===== config.mk =====
export PLATFORM = sky130hd
export DESIGN_NAME = dccm_arb
export DESIGN_NICKNAME = d
export VERILOG_FILES = /design/src/rtl/dccm_arb.sv
export SDC_FILE = /design/constraint.sdc
export NUM_CORES = 1
export LEC_CHECK = 0
export CAP_MARGIN = 0
export CORE_AREA = 2 2 128 130
export CTS_CLUSTER_DIAMETER = 30
export DETAILED_ROUTE_END_ITERATION = 10
export DIE_AREA = 0 0 130 132
export DONT_BUFFER_PORTS = 1
export HOLD_SLACK_MARGIN = 0.12
export MAX_ROUTING_LAYER = met4
export PLACE_DENSITY = 0.32
export SETUP_SLACK_MARGIN = 0.3
export SLEW_MARGIN = 20
export SYNTH_ARGS = -nofsm -noshare
export SYNTH_HDL_FRONTEND = slang
export SYNTH_SLANG_ARGS = --single-unit

===== constraint.sdc =====
create_clock -name clk -period 1.95 [get_ports clk]
set_input_delay 0.195 -clock clk [delete_from_list [all_inputs] [get_ports clk]]
set_output_delay 0.195 -clock clk [all_outputs]
set_load 0.01 [all_outputs]

===== src/rtl/dccm_arb.sv =====
// Arbitrates the single DCCM port between the LSU (fixed priority) and a DMA/loader port,
// with a starvation guard for DMA. Optional statistics counters: define DCCM_ARB_STATS_EN.
module dccm_arb #(
  parameter int unsigned STARVE_LIMIT = 8
`ifdef DCCM_ARB_STATS_EN
  , parameter int unsigned CNT_W = 16
`endif
) (
  input  logic        clk,
  input  logic        rst,
  input  logic        lsu_req,
  input  logic        lsu_we,
  input  logic [31:0] lsu_addr,
  input  logic [31:0] lsu_wdata,
  output logic        lsu_gnt,
  output logic        lsu_rvalid,
  output logic [31:0] lsu_rdata,
  input  logic        dma_req,
  input  logic        dma_we,
  input  logic [31:0] dma_addr,
  input  logic [31:0] dma_wdata,
  output logic        dma_gnt,
  output logic        dma_rvalid,
  output logic [31:0] dma_rdata,
  output logic        dccm_wr_en,
  output logic        dccm_rd_en,
  output logic [31:0] dccm_wr_addr,
  output logic [31:0] dccm_rd_addr,
  output logic [31:0] dccm_wr_data,
  input  logic [31:0] dccm_rd_data
`ifdef DCCM_ARB_STATS_EN
  ,
  output logic [CNT_W-1:0] stat_lsu_grants,
  output logic [CNT_W-1:0] stat_dma_grants,
  output logic [CNT_W-1:0] stat_conflicts,
  output logic [CNT_W-1:0] stat_starve_events
`endif
);

  localparam logic [7:0] LIMIT = 8'(STARVE_LIMIT);

  typedef enum logic {LSU_PRI, DMA_PRI} pri_t;
  typedef enum logic [1:0] {OWN_NONE, OWN_LSU, OWN_DMA} owner_t;

  pri_t       pri, pri_nxt;
  owner_t     rd_owner, owner_nxt;
  logic [7:0] wait_cnt, wait_nxt;
  logic       win_any, win_we;
  logic [31:0] win_addr, win_wdata;

  always_comb begin
    lsu_gnt  = 1'b0;
    dma_gnt  = 1'b0;
    wait_nxt = '0;
    pri_nxt  = pri;
    if (!rst) begin
      case (pri)
        LSU_PRI: begin
          lsu_gnt = lsu_req;
          dma_gnt = dma_req & ~lsu_req;
        end
        DMA_PRI: begin
          dma_gnt = dma_req;
          lsu_gnt = lsu_req & ~dma_req;
        end
        default: ;
      endcase
    end
    if (dma_req && !dma_gnt)
      wait_nxt = (wait_cnt == LIMIT) ? wait_cnt : wait_cnt + 8'd1;
    // DMA_PRI only ever lasts until the owed grant is delivered or the request is withdrawn
    case (pri)
      LSU_PRI: if (wait_nxt == LIMIT) pri_nxt = DMA_PRI;
      DMA_PRI: if (dma_gnt || !dma_req) pri_nxt = LSU_PRI;
      default: pri_nxt = LSU_PRI;
    endcase
  end

  always_comb begin
    win_any   = lsu_gnt | dma_gnt;
    win_we    = lsu_gnt ? lsu_we : dma_we;
    win_addr  = lsu_gnt ? lsu_addr : dma_addr;
    win_wdata = lsu_gnt ? lsu_wdata : dma_wdata;

    dccm_wr_en   = win_any & win_we;
    dccm_rd_en   = win_any & ~win_we;
    dccm_wr_addr = dccm_wr_en ? win_addr : '0;
    dccm_wr_data = dccm_wr_en ? win_wdata : '0;
    dccm_rd_addr = dccm_rd_en ? win_addr : '0;

    owner_nxt = OWN_NONE;
    if (dccm_rd_en) owner_nxt = lsu_gnt ? OWN_LSU : OWN_DMA;
  end

  always_ff @(posedge clk) begin
    if (rst) begin
      pri      <= LSU_PRI;
      wait_cnt <= '0;
      rd_owner <= OWN_NONE;
    end else begin
      pri      <= pri_nxt;
      wait_cnt <= wait_nxt;
      rd_owner <= owner_nxt;
    end
  end

  // Gating with rst suppresses data for a read granted just before reset asserted
  assign lsu_rvalid = !rst && (rd_owner == OWN_LSU);
  assign dma_rvalid = !rst && (rd_owner == OWN_DMA);
  assign lsu_rdata  = lsu_rvalid ? dccm_rd_data : '0;
  assign dma_rdata  = dma_rvalid ? dccm_rd_data : '0;

`ifdef DCCM_ARB_STATS_EN
  logic starve_evt;
  assign starve_evt = !rst && (pri == LSU_PRI) && (pri_nxt == DMA_PRI);

  always_ff @(posedge clk) begin
    if (rst) begin
      stat_lsu_grants    <= '0;
      stat_dma_grants    <= '0;
      stat_conflicts     <= '0;
      stat_starve_events <= '0;
    end else begin
      if (lsu_gnt)            stat_lsu_grants    <= stat_lsu_grants + CNT_W'(1);
      if (dma_gnt)            stat_dma_grants    <= stat_dma_grants + CNT_W'(1);
      if (lsu_req && dma_req) stat_conflicts     <= stat_conflicts + CNT_W'(1);
      if (starve_evt)         stat_starve_events <= stat_starve_events + CNT_W'(1);
    end
  end
`endif

endmodule

# Word-level counts from Yosys, hierarchy flattened

Index checks and enable logic that the tools add are counted.

Add/sub/neg operators: 1
Multiply operators: 0
Div/mod/pow operators: 0
Order comparisons: 0
Eq/ne operators: 4
Shift-type cells: 0
Mux-type cells: 18
Bitwise gates (word level): 10
Reductions and logical operators: 8

Operator list:

| kind                                                             | number |
|---|---|
| 32-bit two-way mux                                               | 7 |
| 8-bit by 4-bit == test with 1-bit output (second input constant) | 2 |
| 8-bit two-way mux                                                | 2 |
| 8-bit by 1-bit adder with 8-bit output (second input constant)   | 1 |
| 1-bit case mux with 2 select lines                               | 3 |
| 1-bit two-way mux                                                | 5 |
| 1-bit inverter                                                   | 5 |
| 1-bit bitwise AND                                                | 4 |
| 1-bit logical AND                                                | 3 |
| 1-bit logical NOT                                                | 3 |
| 2-bit by 1-bit == test with 1-bit output (second input constant) | 1 |
| 2-bit == test (second input constant)                            | 1 |
| 2-bit two-way mux                                                | 1 |
| 2-bit OR reduction                                               | 1 |
| 1-bit logical OR                                                 | 1 |
| 1-bit OR                                                         | 1 |

Register bits after elaboration: 11
Bits in latches: 0
Memory bits (writable): 0
Memory bits (read-only): 0
Input bits: 166
Output and inout port bits: 166
Logic and storage cells: 44
Memories kept: 0

# Logic depth before layout (Yosys ltp)

Gate-level depths: netlist of run 1.

Depth after elaboration: 10
Depth in mapped cells: 7
Gate-level depth less buffers: 6

# Worst setup path after synthesis of run 1

OpenSTA, ideal clock, no wires.

Path kind: register -> register
Start: register wait_cnt[0]
End: register wait_cnt[2]
Library setup time: 0.065 ns
Arrival: 1.562 ns
Data required time: 1.885 ns
Setup slack: 0.324 ns
Stages on the path, launching flop included: 7
Path buffers: 0
Period minus slack after synthesis: 1.626 ns
Cell sequence: dfxtp_1 inv_1 ha_1 nor4b_2 nand3_1 or3b_2 nor2_1

Word-level cells in the longest chain between the ends: 3
Elaborated cells between the ends (all ways): 4
Classes of those cells: add/sub (1); eq/ne (1); mux (2)

Ends and longest elaborated chain:

| element                                                                                            | RTL line | source |
|---|---|---|
| from (decl)                                                                                        | 47       | `logic [7:0] wait_cnt, wait_nxt;` |
| from (signal assigned)                                                                             | 102      | `wait_cnt <= wait_nxt;` |
| 8-bit by 1-bit adder with 8-bit output or 8-bit by 4-bit == test with 1-bit output (tied branches) | 70       | `wait_nxt = (wait_cnt == LIMIT) ? wait_cnt : wait_cnt + 8'd1;` |
| 8-bit two-way mux *                                                                                | 70       |  |
| 8-bit two-way mux *                                                                                | 69       | `if (dma_req && !dma_gnt)` |

Every way passes the cells marked *; elsewhere a longest branch is shown, timed or not.
A chain may end at the register's enable or synchronous reset.

# Final worst setup path of run 1

Start: register pri
End: output dccm_wr_data[5]

Word-level cells in the longest chain between the ends: 6
Elaborated cells between the ends (all ways): 10
Classes of those cells: mux (7); bitwise (3)

Ends and longest elaborated chain:

| element                                       | RTL line | source |
|---|---|---|
| from (decl)                                   | 45       | `pri_t pri, pri_nxt;` |
| from (signal assigned)                        | 101      | `pri <= pri_nxt;` |
| 1-bit inverter                                | 57       | `case (pri)` |
| 1-bit case mux with 2 select lines            | 57       |  |
| 1-bit two-way mux                             | 56       | `if (!rst) begin` |
| 1-bit OR or 1-bit two-way mux (tied branches) | 80, 81   |  |
| 1-bit bitwise AND                             | 85       | `dccm_wr_en = win_any & win_we;` |
| 32-bit two-way mux *                          | 88       | `dccm_wr_data = dccm_wr_en ? win_wdata : '0;` |
| to (decl)                                     | 29       | `output logic [31:0] dccm_wr_data,` |

Marks and branches as above.

==> results.ini, run 1 <==
[grt]
grtUsageTotal_pct = 10.7
grt_pass1_vias = 2373
grt_max_degree = 37
grt_pass1_wl_mm = 13.9
grt_overflow = 0
antenna_found_initial = 0

[logic_synthesis]
synth_most_common_cell = nor2_1
ys_types = 36
synth-seq-cells = 11
async_flop_share_pct = 0
ys_seq_area_share_pct = 9.77
synth.largest_area_cell = and2_1
synth_top_area_share_pct = 17.8
yosys_warnings = 0
synth_area_leaders = and2_1 18%, mux2i_1 15%, nor2_1 12%, nand2_1 11%, dfxtp_1 9.8%
synthFlopType = dfxtp_1
syn_area_um2 = 2250
postSynthCellCount = 352
syn_avg_cell_area_um2 = 6.41
ys_top_cells_by_count = 75 x nor2_1, 66 x nand2_1, 64 x and2_1, 33 x mux2i_1, 20 x a21oi_2
synth_nets = 520
synth-edff-count = 0

[sta]
maxSlewViolCount = 0
fmax_ghz = 0.517
rsz0062_at_grt = yes
period_needed_ns = 1.94
layout_setup_ws_ns = 0.0146
hold_viol = 0
timing.slew.headroom_pct = 67.9
finalCritPeriodShare_pct = 99.3
finClkSkew_ns = 0.00226
worst_pin_slew_ns = 0.481
setup_viol = 0

[critical_path]
crit_required_ns = 1.75
crit_arrival_ns = 1.74
crit_chain = nor2b_4 > or3b_4 > inv_2 > a22oi_2 > buf_12 > clkbuf_16 > a21oi_4
cpPeakStageDelay_ns = 0.39
cp-start-kind = flop
crit_path_max_fanout = 9
cpMaxStageDelayCell = or3b_4
cp-end-kind = output port
path_class = reg -> out
path_buf_inv = 3
path_delay_family = buffers and inverters

[final_layout]
fin_nets = 551
n_antenna_cell = 0
n_fill_cell = 1723
syn2layout_area_growth_pct = 64.4
drive_gt1_share_pct = 40.8

[power_and_ir_drop]
p_leak_uw = 0.00139
ir_worst_vdd_uv = 167
powerDensity_nw_per_um2 = 339
finalPower_uw = 1260

[route]
first_pass_iters = 4
initialDrtViolationCount = 67
via_per_inst = 4.36
drc_errors = 0
routedWlPerCell_um = 18.6
route.antenna.remaining_nets = 0
wl_mm = 11.1
vias = 2607

[clock_tree]
cts_made_buffers = 3
cts_buffer_depth = 2
worstSkewPairLatency_ns = 0.24
cts_tree = yes
root_buffer = clkbuf_16
clk_pin_slew_ns = 0.04
clkSinkCount = 11
htreeDepth = 1

[die]
dieWidth_um = 130
die_h_um = 132
core.rowCount = 46
pin_count = 332
start_util_pct = 14.3
die-area_um2 = 17200
core_area_um2 = 15700

[placed_design]
dp_hpwl_mm = 7.84
port_buffers = 0
place_ws_ns = 0.0799
gp_congestion = 0.844

[hold_path]
min_path_type = in -> reg

[job]
max-cap-violations = 0

[status]
status = finished, final reports clean

==> metrics by stage <==
stage	utilization [%]	hold slack, ns	std cells	setup TNS (ns)	area, µm²
after global placement	16.1	0.274	560	0	2530
final	23.6	0.164	598	0	3710
after floorplan	-	0.267	352	0	2250
after CTS	19.6	0.160	579	0	3090
after global routing	23.6	0.168	598	-0.688	3710
after detailed placement	16.1	0.271	560	0	2530
==> final cells by class <==
cell class	count	area, µm²	share of cell area [%]
repair buffers	54	686	18.5
well taps	216	270	7.29
flip-flops and latches	11	225	6.07
inverters	6	22.5	0.607
clock buffers	4	78.8	2.13
multi-input cells	307	2420	65.4
==> power by group <==
part	internal (µW)	switching [µW]	total (µW)
Combinational	286	362	648
Sequential	228	2.00	230
Clock	275	103	377
==> cells by family after synthesis <==
group | synth area share [%]
AOI/OAI and AO/OA | 13.7
xor gates and xnor gates | 3.11
adders and majority gates | 1.11
buffers and inverters | 9.88
DFF | 9.77
muxes | 14.7
and+or+nand+nor | 47.8
==> worst paths after layout <==
check / startpoint / endpoint / slack (ns) / depth (start not counted)
worst max register to register: wait_cnt[1]$_SDFF_PP0_ / pri$_SDFF_PP0_ / 0.37 / 7
worst min register to register: wait_cnt[1]$_SDFF_PP0_ / wait_cnt[1]$_SDFF_PP0_ / 0.56 / 2
worst min-delay path: dma_req / wait_cnt[1]$_SDFF_PP0_ / 0.16 / 2
worst max-delay path: pri$_SDFF_PP0_ / dccm_wr_data[5] / 0.01 / 7
==> placed cells by master (no fill, tap or decap), types with 2 or more instances in the layout <==
cell	synthesis	final
and2_1	64	64
nand2_1	66	64
nor2_1	75	46
buf_4	3	31
a21oi_4	0	27
nor2_2	0	23
mux2i_4	0	16
mux2i_2	0	9
clkbuf_16	0	9
mux2i_1	33	8
buf_12	0	7
dfxtp_1	11	7
nor2_4	0	6
inv_1	4	4
nand3_1	4	4
xor2_1	4	4
xnor2_1	4	4
buf_6	11	4
dfxtp_2	0	4
nand3b_1	3	3
a21oi_1	12	3
buf_16	0	3
or3b_4	1	2
inv_2	2	2
nor3b_2	0	2
nand2_2	0	2
a21oi_2	20	2
and4_1	2	2
ha_1	2	2
dlygate4sd3_1	0	2
==> sequential cells by signal, indices dropped and copies added, names as in the netlist <==
| register | cells |
|---|---|
| pri | 1 |
| rd_owner | 2 |
| wait_cnt | 8 |
==> repair_timing <==
action,CTS,global route
endpoints found under the setup margin,98,105
hold buffers,2,0
pin swaps,5,9
setup buffers,12,13
cloned,1,6
endpoints found under the hold margin,2,0
resized for setup,67,72
==> per-layer routing <==
metal | vias up | track usage (%) | routed length, µm
met2 | 198 | 20.8 | 6110
met4 | 0 | 1.61 | 40
met1 | 1209 | 11.4 | 4110
met3 | 2 | 1.58 | 843
li1 | 1198 | - | -
met5 | - | - | 0
Note: power is estimated with default switching activity, not from simulation.
==> run 2: changes to the inputs <==
--- a/config.mk
+++ b/config.mk
@@ -11,7 +11,7 @@
 export DETAILED_ROUTE_END_ITERATION = 10
 export DIE_AREA = 0 0 130 132
 export DONT_BUFFER_PORTS = 1
-export HOLD_SLACK_MARGIN = 0.12
+export HOLD_SLACK_MARGIN = 0.08
 export MAX_ROUTING_LAYER = met4
 export PLACE_DENSITY = 0.32
 export SETUP_SLACK_MARGIN = 0.3
==> results of run 2 <==
Same layout as run 1: the final DEF is identical, and so are final timing and power.
